$ cat config.mk
export PLATFORM = sky130hd
export DESIGN_NAME = skew_feeder
export DESIGN_NICKNAME = d
export VERILOG_FILES = /design/src/rtl/skew_feeder_pkg.sv /design/src/rtl/skew_delay_line.sv /design/src/rtl/skew_feeder.sv
export SDC_FILE = /design/constraint.sdc
export NUM_CORES = 1
export LEC_CHECK = 0
export BUFFER_PORTS_ARGS = -buffer_cell sky130_fd_sc_hd__buf_2
export CORE_MARGIN = 3
export CORE_UTILIZATION = 40
export DETAILED_ROUTE_END_ITERATION = 7
export PLACE_DENSITY_LB_ADDON = 0.25
export RECOVER_POWER = 25
export SKIP_LAST_GASP = 1
export SYNTH_ARGS = -nofsm -noshare
export SYNTH_HDL_FRONTEND = slang
export SYNTH_SLANG_ARGS = --single-unit
$ cat constraint.sdc
create_clock -name clk -period 2.8 [get_ports clk]
set_clock_uncertainty 0.1 [all_clocks]
set_input_delay 0.56 -clock clk [delete_from_list [all_inputs] [get_ports clk]]
set_output_delay 0.56 -clock clk [all_outputs]
set_load 0.01 [all_outputs]
$ cat src/rtl/skew_feeder_pkg.sv
// Shared constants and the feeder state encoding for the systolic-array edge feeders.
package skew_feeder_pkg;

  localparam int DEFAULT_ARR_SIZE = 2;
  localparam int HORIZONTAL_BW    = 16;
  localparam int VERTICAL_BW      = 32;

  typedef enum logic [1:0] {
    IDLE   = 2'd0,
    STREAM = 2'd1,
    DRAIN  = 2'd2
  } feeder_state_e;

endpackage

$ cat src/rtl/skew_delay_line.sv
// DELAY-stage register chain carrying one lane of data plus its valid flag.
// DELAY=0 degenerates to a wire so lane 0 sees only the feeder's output register.
module skew_delay_line #(
  parameter int DATA_BW = 16,
  parameter int DELAY   = 1
) (
  input  logic               clk,
  input  logic               rst,
  input  logic [DATA_BW-1:0] data_i,
  input  logic               valid_i,
  output logic [DATA_BW-1:0] data_o,
  output logic               valid_o
);

  if (DELAY == 0) begin : g_bypass
    assign data_o  = data_i;
    assign valid_o = valid_i;
  end else begin : g_chain
    logic [DATA_BW-1:0] data_q  [DELAY];
    logic               valid_q [DELAY];

    always_ff @(posedge clk) begin
      if (rst) begin
        for (int i = 0; i < DELAY; i++) begin
          data_q[i]  <= '0;
          valid_q[i] <= 1'b0;
        end
      end else begin
        data_q[0]  <= data_i;
        valid_q[0] <= valid_i;
        for (int i = 1; i < DELAY; i++) begin
          data_q[i]  <= data_q[i-1];
          valid_q[i] <= valid_q[i-1];
        end
      end
    end

    assign data_o  = data_q[DELAY-1];
    assign valid_o = valid_q[DELAY-1];
  end

endmodule

$ cat src/rtl/skew_feeder.sv
// Vector FIFO plus a block-sequencing FSM that feeds one systolic-array edge,
// delaying lane k by k cycles so each vector enters the array as a diagonal wavefront.
module skew_feeder
  import skew_feeder_pkg::*;
#(
  parameter int ARR_SIZE   = DEFAULT_ARR_SIZE,
  parameter int DATA_BW    = HORIZONTAL_BW,
  parameter int FIFO_DEPTH = 4
) (
  input  logic                        clk,
  input  logic                        rst,
  input  logic                        in_valid,
  output logic                        in_ready,
  input  logic [DATA_BW*ARR_SIZE-1:0] in_data,
  input  logic                        in_last,
  output logic [DATA_BW*ARR_SIZE-1:0] out_data,
  output logic [ARR_SIZE-1:0]         out_lane_valid,
  output logic                        busy,
  output logic                        done
);

  localparam int VEC_W   = DATA_BW * ARR_SIZE;
  localparam int PTR_W   = $clog2(FIFO_DEPTH);
  localparam int CNT_W   = PTR_W + 1;
  localparam int DRAIN_W = (ARR_SIZE > 1) ? $clog2(ARR_SIZE) : 1;
  localparam logic [DRAIN_W-1:0] DRAIN_LOAD = DRAIN_W'((ARR_SIZE > 1) ? ARR_SIZE - 2 : 0);
  localparam logic [CNT_W-1:0]   CNT_FULL   = CNT_W'(FIFO_DEPTH);

  logic [VEC_W-1:0] fifo_data_q [FIFO_DEPTH];
  logic             fifo_last_q [FIFO_DEPTH];
  logic [PTR_W-1:0] wr_ptr_q, rd_ptr_q;
  logic [CNT_W-1:0] count_q;
  logic             full, empty, push, pop;
  logic [VEC_W-1:0] head_data, pop_vec;
  logic             head_last;

  feeder_state_e      state_q, state_d;
  logic [DRAIN_W-1:0] drain_cnt_q, drain_cnt_d;
  logic               end_evt, end_q, done_q;

  assign full      = (count_q == CNT_FULL);
  assign empty     = (count_q == '0);
  assign in_ready  = !full;
  assign push      = in_valid && !full;
  assign head_data = fifo_data_q[rd_ptr_q];
  assign head_last = fifo_last_q[rd_ptr_q];

  // Storage has no reset: only entries behind the pointers are ever read.
  always_ff @(posedge clk) begin
    if (push) begin
      fifo_data_q[wr_ptr_q] <= in_data;
      fifo_last_q[wr_ptr_q] <= in_last;
    end
  end

  always_ff @(posedge clk) begin
    if (rst) begin
      wr_ptr_q <= '0;
      rd_ptr_q <= '0;
      count_q  <= '0;
    end else begin
      if (push) wr_ptr_q <= wr_ptr_q + 1'b1;
      if (pop)  rd_ptr_q <= rd_ptr_q + 1'b1;
      case ({push, pop})
        2'b10:   count_q <= count_q + 1'b1;
        2'b01:   count_q <= count_q - 1'b1;
        default: count_q <= count_q;
      endcase
    end
  end

  always_comb begin
    state_d     = state_q;
    drain_cnt_d = drain_cnt_q;
    pop         = 1'b0;
    end_evt     = 1'b0;
    unique case (state_q)
      IDLE, STREAM: begin
        // An empty FIFO in STREAM simply issues a bubble; the block never stalls.
        if (!empty) begin
          pop     = 1'b1;
          state_d = STREAM;
          if (head_last) begin
            if (ARR_SIZE > 1) begin
              state_d     = DRAIN;
              drain_cnt_d = DRAIN_LOAD;
            end else begin
              state_d = IDLE;
              end_evt = 1'b1;
            end
          end
        end
      end
      DRAIN: begin
        if (drain_cnt_q == '0) begin
          state_d = IDLE;
          end_evt = 1'b1;
        end else begin
          drain_cnt_d = drain_cnt_q - 1'b1;
        end
      end
      default: state_d = IDLE;
    endcase
  end

  // done trails the end of drain by two edges so it lands one cycle after the
  // last lane of the final vector leaves its output register.
  always_ff @(posedge clk) begin
    if (rst) begin
      state_q     <= IDLE;
      drain_cnt_q <= '0;
      end_q       <= 1'b0;
      done_q      <= 1'b0;
    end else begin
      state_q     <= state_d;
      drain_cnt_q <= drain_cnt_d;
      end_q       <= end_evt;
      done_q      <= end_q;
    end
  end

  assign busy    = (state_q != IDLE);
  assign done    = done_q;
  assign pop_vec = pop ? head_data : '0;

  for (genvar gi = 0; gi < ARR_SIZE; gi++) begin : g_lane
    logic [DATA_BW-1:0] lane_dly_data;
    logic               lane_dly_valid;
    logic [DATA_BW-1:0] lane_data_q;
    logic               lane_valid_q;

    skew_delay_line #(
      .DATA_BW (DATA_BW),
      .DELAY   (gi)
    ) u_delay (
      .clk     (clk),
      .rst     (rst),
      .data_i  (pop_vec[gi*DATA_BW +: DATA_BW]),
      .valid_i (pop),
      .data_o  (lane_dly_data),
      .valid_o (lane_dly_valid)
    );

    always_ff @(posedge clk) begin
      if (rst) begin
        lane_data_q  <= '0;
        lane_valid_q <= 1'b0;
      end else begin
        lane_data_q  <= lane_dly_data;
        lane_valid_q <= lane_dly_valid;
      end
    end

    assign out_data[gi*DATA_BW +: DATA_BW] = lane_data_q;
    assign out_lane_valid[gi]              = lane_valid_q;
  end

endmodule

==> results by stage <==
STA:
- The clock period could shrink to 2511 ps.
- The remaining max-slew budget at the tightest pin is 0.4654.
- Dividing the final minimum period by the clock period gives 0.8968.
- Setup repair after global routing left no endpoint under its margin.
- For this run, the top clock speed supported by timing is 398.2 MHz.
- For the pin with the worst max-slew slack, the measured transition is 801.9 ps.
- The final setup TNS is 0 ps.
- The worst-case setup margin in the final layout is 288.8 ps.
- The number of hold violations in the final report came to 0.
- Setup violations remaining at the end of the flow were counted as 0.
- The number of max-slew violations in the final report is 0.

Die:
- The die span in x is 135.8 um.
- After floorplanning, the core was divided into 46 placement rows.
- Pin placement for this block handled 73 I/O pins.
- The die covers 0.01844 sq mm.
- The initial utilization of the core area, before any placement, comes to 0.4168.
- The die is 135.8 um tall.
- The core region is 0.01617 sq mm.

Power and ir drop:
- For this design the static power due to leakage is 2.748 nW.
- The total power is 7.392 mW.
- The power density of the placed cells is 931.6 mW/mm^2.
- The maximum VDD drop is 0.4764 mV.

Clock tree:
- The later pin in the worst-skew pair is clocked with a latency of 420 ps.
- The cell sitting at the root of the clock tree is a sky130_fd_sc_hd__clkbuf_16.
- The maximum clock path buffer count is 2.
- The number of gates resized after CTS was 0.
- The CTS tree is built.
- The number of setup buffers added after CTS is 0.
- After clock tree synthesis, the flow added hold-fix buffers numbering 0.
- Clock tree synthesis inserted a total of 17 buffers.
- The maximum level of the CTS H-tree is 4.
- The TritonCTS sink count is 195.
- Clock-pin slew was measured on the worst setup and hold paths at 70 ps.

Setup path:
- The worst setup path is of the reg2reg kind.
- The nature of the critical path startpoint is a flop.
- The top fanout value on the critical path is 10.
- Walking the worst path, the cells encountered are or3b_1, nand2_1, ha_1, inv_1, fa_1, xor2_1, or3_1, a21oi_1.
- On the worst path, the slowest cell contributes a delay of 500 ps.
- The critical path runs through a total of 8 cells.
- The gate family responsible for the most delay along the worst path is simple AND/OR/NAND/NOR gates.
- The setup slack of the worst register-to-register path is 290 ps.
- Among all stages on the critical path, the largest delay is contributed by sky130_fd_sc_hd__or3b_1.
- The number of buffers and inverters on the critical path is 1.
- For the worst flop-to-flop path, the logic depth is 8.
- The endpoint identified for the worst register-to-register timing path is count_q[2]$_SDFFE_PP0P_.
- The startpoint identified for the worst register-to-register timing path is count_q[2]$_SDFFE_PP0P_.
- STA puts the critical path data required time at 3040 ps.
- Data on the critical path arrives at its endpoint at 2760 ps.
- STA classifies the critical path endpoint as a flop.

Status:
- The run finished with clean final reports.

Routing:
- Dividing the detail-routed wire length by the instance count gives 17.64 um.
- The total number of vias is 3,098.
- The sum of routed wire length over all layers is 11,550 um.
- The first-iteration detailed-routing DRC count is 204.
- The number of remaining DRC errors is 0.
- The first detailed-routing pass ran for 4 iterations.
- The number of routed nets with antenna violations is 0.
- The via density per instance is 4.730.

Worst hold path:
- The path with the worst hold slack has its endpoint at fifo_data_q[2][16]$_DFFE_PP_.
- The count of cells along the worst hold path is 1.
- The worst hold path begins at in_data[16].
- The tightest min-delay check is of the in2reg type.

Global routing:
- The via count of the first global-routing pass is 3,291.
- Summed over all layers, the global routing overflow is 0.
- The number of antenna violations at the first check in global routing came to 0.
- The global-route usage over all layers is 0.1335.
- The first global-routing pass estimated 17,970 um of wire.
- Entering global routing, the biggest net connects 35 pins.

Layout:
- In the final layout, flip-flops and latches occupy 0.005228 sq mm.
- The antenna cell count is 0.
- From synthesis to final layout, the design area changed by 17.73%.
- The number of filler cells placed in the layout is 1,346.
- The count of nets after finishing is 468.
- The share of post-route cells with drive strength above 1 is 0.2870.
- The finished cells cover 0.007935 sq mm.
- In the final layout, the multi-input gates occupy 0.001396 sq mm.

Logic synthesis:
- The share of synthesized flip-flops with an asynchronous set or reset is 0.
- The post-synth design cell area is 0.006740 sq mm.
- The synthesized design contains 132 enable-type register cells.
- Dividing the synthesized area by the synthesized cell count gives 19.42 sq um.
- The most common flop cell mapped by yosys is sky130_fd_sc_hd__edfxtp_1.
- When the netlist entered floorplanning its net count stood at 389.
- After synthesis, the netlist uses 29 different library cells.
- During synthesis, Yosys emitted a total of 0 warnings.
- For this run, the register share of the synthesized area comes to 0.7752.
- After synthesis the netlist holds a flip-flop and latch count of 195.
- The synthesized netlist cell count is 347.

Place:
- At the end of routability-driven placement, the weighted congestion stood at 0.7032.
- The standard cell area after detailed placement is 0.007400 sq mm.
- The port buffer count is 72.
- The worst setup slack after placement is 308.0 ps.
- The HPWL after detailed placement is 6870 um.

Flow run:
- The number of maximum-capacitance violations is 0.
## cell type report
| class | instances | area share |
|---|---|---|
| clock buffer | 20 | 0.05503 |
| clock inverter | 12 | 0.01656 |
| tap | 216 | 0.03406 |
| sequential | 195 | 0.6588 |
| timing repair buffer | 79 | 0.05582 |
| multi-input combinational | 125 | 0.1760 |
| inverter | 8 | 0.003784 |
## state kept, by name (all words and copies together) (netlist names), named ones only
signal	flops
fifo_last_q	4
g_lane.u_delay.g_chain.data_q	16
rd_ptr_q	2
g_lane.u_delay.g_chain.valid_q	1
g_lane.lane_data_q	32
g_lane.lane_valid_q	1
count_q	3
wr_ptr_q	2
state_q	2
done	1
fifo_data_q	128
end_q	1
## per-stage QoR
| step | hold slack, ps | instances | util |
|---|---|---|---|
| after floorplan | 313.2 | 347 | - |
| after global placement | 316.9 | 623 | 0.4575 |
| after detailed placement | 325.1 | 623 | 0.4575 |
| after CTS | 230.4 | 655 | 0.4927 |
| after global routing | 253.7 | 655 | 0.4906 |
| final | 263.4 | 655 | 0.4906 |
## cell families (layout without fill, tap and decap cells)
group,Yosys count,after routing,synth area share
AO/OA/AOI/OAI,13,13,0.01411
multiplexers,33,33,0.1103
adder cells (fa/ha/maj),6,6,0.01225
XOR/XNOR,2,2,0.002599
buffers and inverters,27,119,0.01856
flip-flops,195,195,0.7752
AND/OR/NAND/NOR,71,71,0.06701
## where the power goes
| part | internal, mW | leakage (nW) | switching, mW |
|---|---|---|---|
| clock | 1.32 | 0.272 | 1.00 |
| sequential | 3.49 | 1.73 | 0.172 |
| combinational | 0.703 | 0.750 | 0.702 |
| total | 5.52 | 2.75 | 1.88 |
## synth_stat cells (3+ instances only)
cell type | number | share of area
sky130_fd_sc_hd__mux4_2 | 33 | 0.11
sky130_fd_sc_hd__edfxtp_1 | 132 | 0.59
sky130_fd_sc_hd__a21oi_1 | 7 | 0.0052
sky130_fd_sc_hd__ha_1 | 5 | 0.0093
sky130_fd_sc_hd__buf_2 | 7 | 0.0052
sky130_fd_sc_hd__nor2b_1 | 51 | 0.047
sky130_fd_sc_hd__nor2_1 | 4 | 0.0022
sky130_fd_sc_hd__and3_1 | 4 | 0.0037
sky130_fd_sc_hd__or3_1 | 3 | 0.0028
sky130_fd_sc_hd__inv_1 | 8 | 0.0045
sky130_fd_sc_hd__dfxtp_1 | 63 | 0.19
sky130_fd_sc_hd__clkbuf_1 | 8 | 0.0045
## worst max path at each step
stage	to	slack, ps	start
floorplan	count_q[2]$_SDFFE_PP0P_	460	count_q[2]$_SDFFE_PP0P_
global placement	count_q[2]$_SDFFE_PP0P_	480	count_q[2]$_SDFFE_PP0P_
detailed placement	count_q[2]$_SDFFE_PP0P_	310	count_q[2]$_SDFFE_PP0P_
CTS	count_q[2]$_SDFFE_PP0P_	290	count_q[2]$_SDFFE_PP0P_
global route	count_q[2]$_SDFFE_PP0P_	190	count_q[2]$_SDFFE_PP0P_
finish	count_q[2]$_SDFFE_PP0P_	290	count_q[2]$_SDFFE_PP0P_
## cells in the final DEF (no fill, tap or decap), drive strengths merged, types with 2 or more instances in the layout
cell type  count
a21o           2
or3            3
a21oi          7
nor2           4
nor2b         52
buf           53
edfxtp       132
clkinvlp       3
ha             5
and3           4
clkbuf        46
o21ai          2
inv           10
dfxtp         63
nand3          2
mux4          33
bufinv         2
clkinv         5
xor2           2
## layer usage
layer / share of wire / GRT usage
met1: 0.44 / 0.1644
met2: 0.50 / 0.2196
met3: 0.046 / 0.04515
met4: 0.014 / 0.05039
met5: 0 / 0
Note: power is estimated with default switching activity, not from simulation.
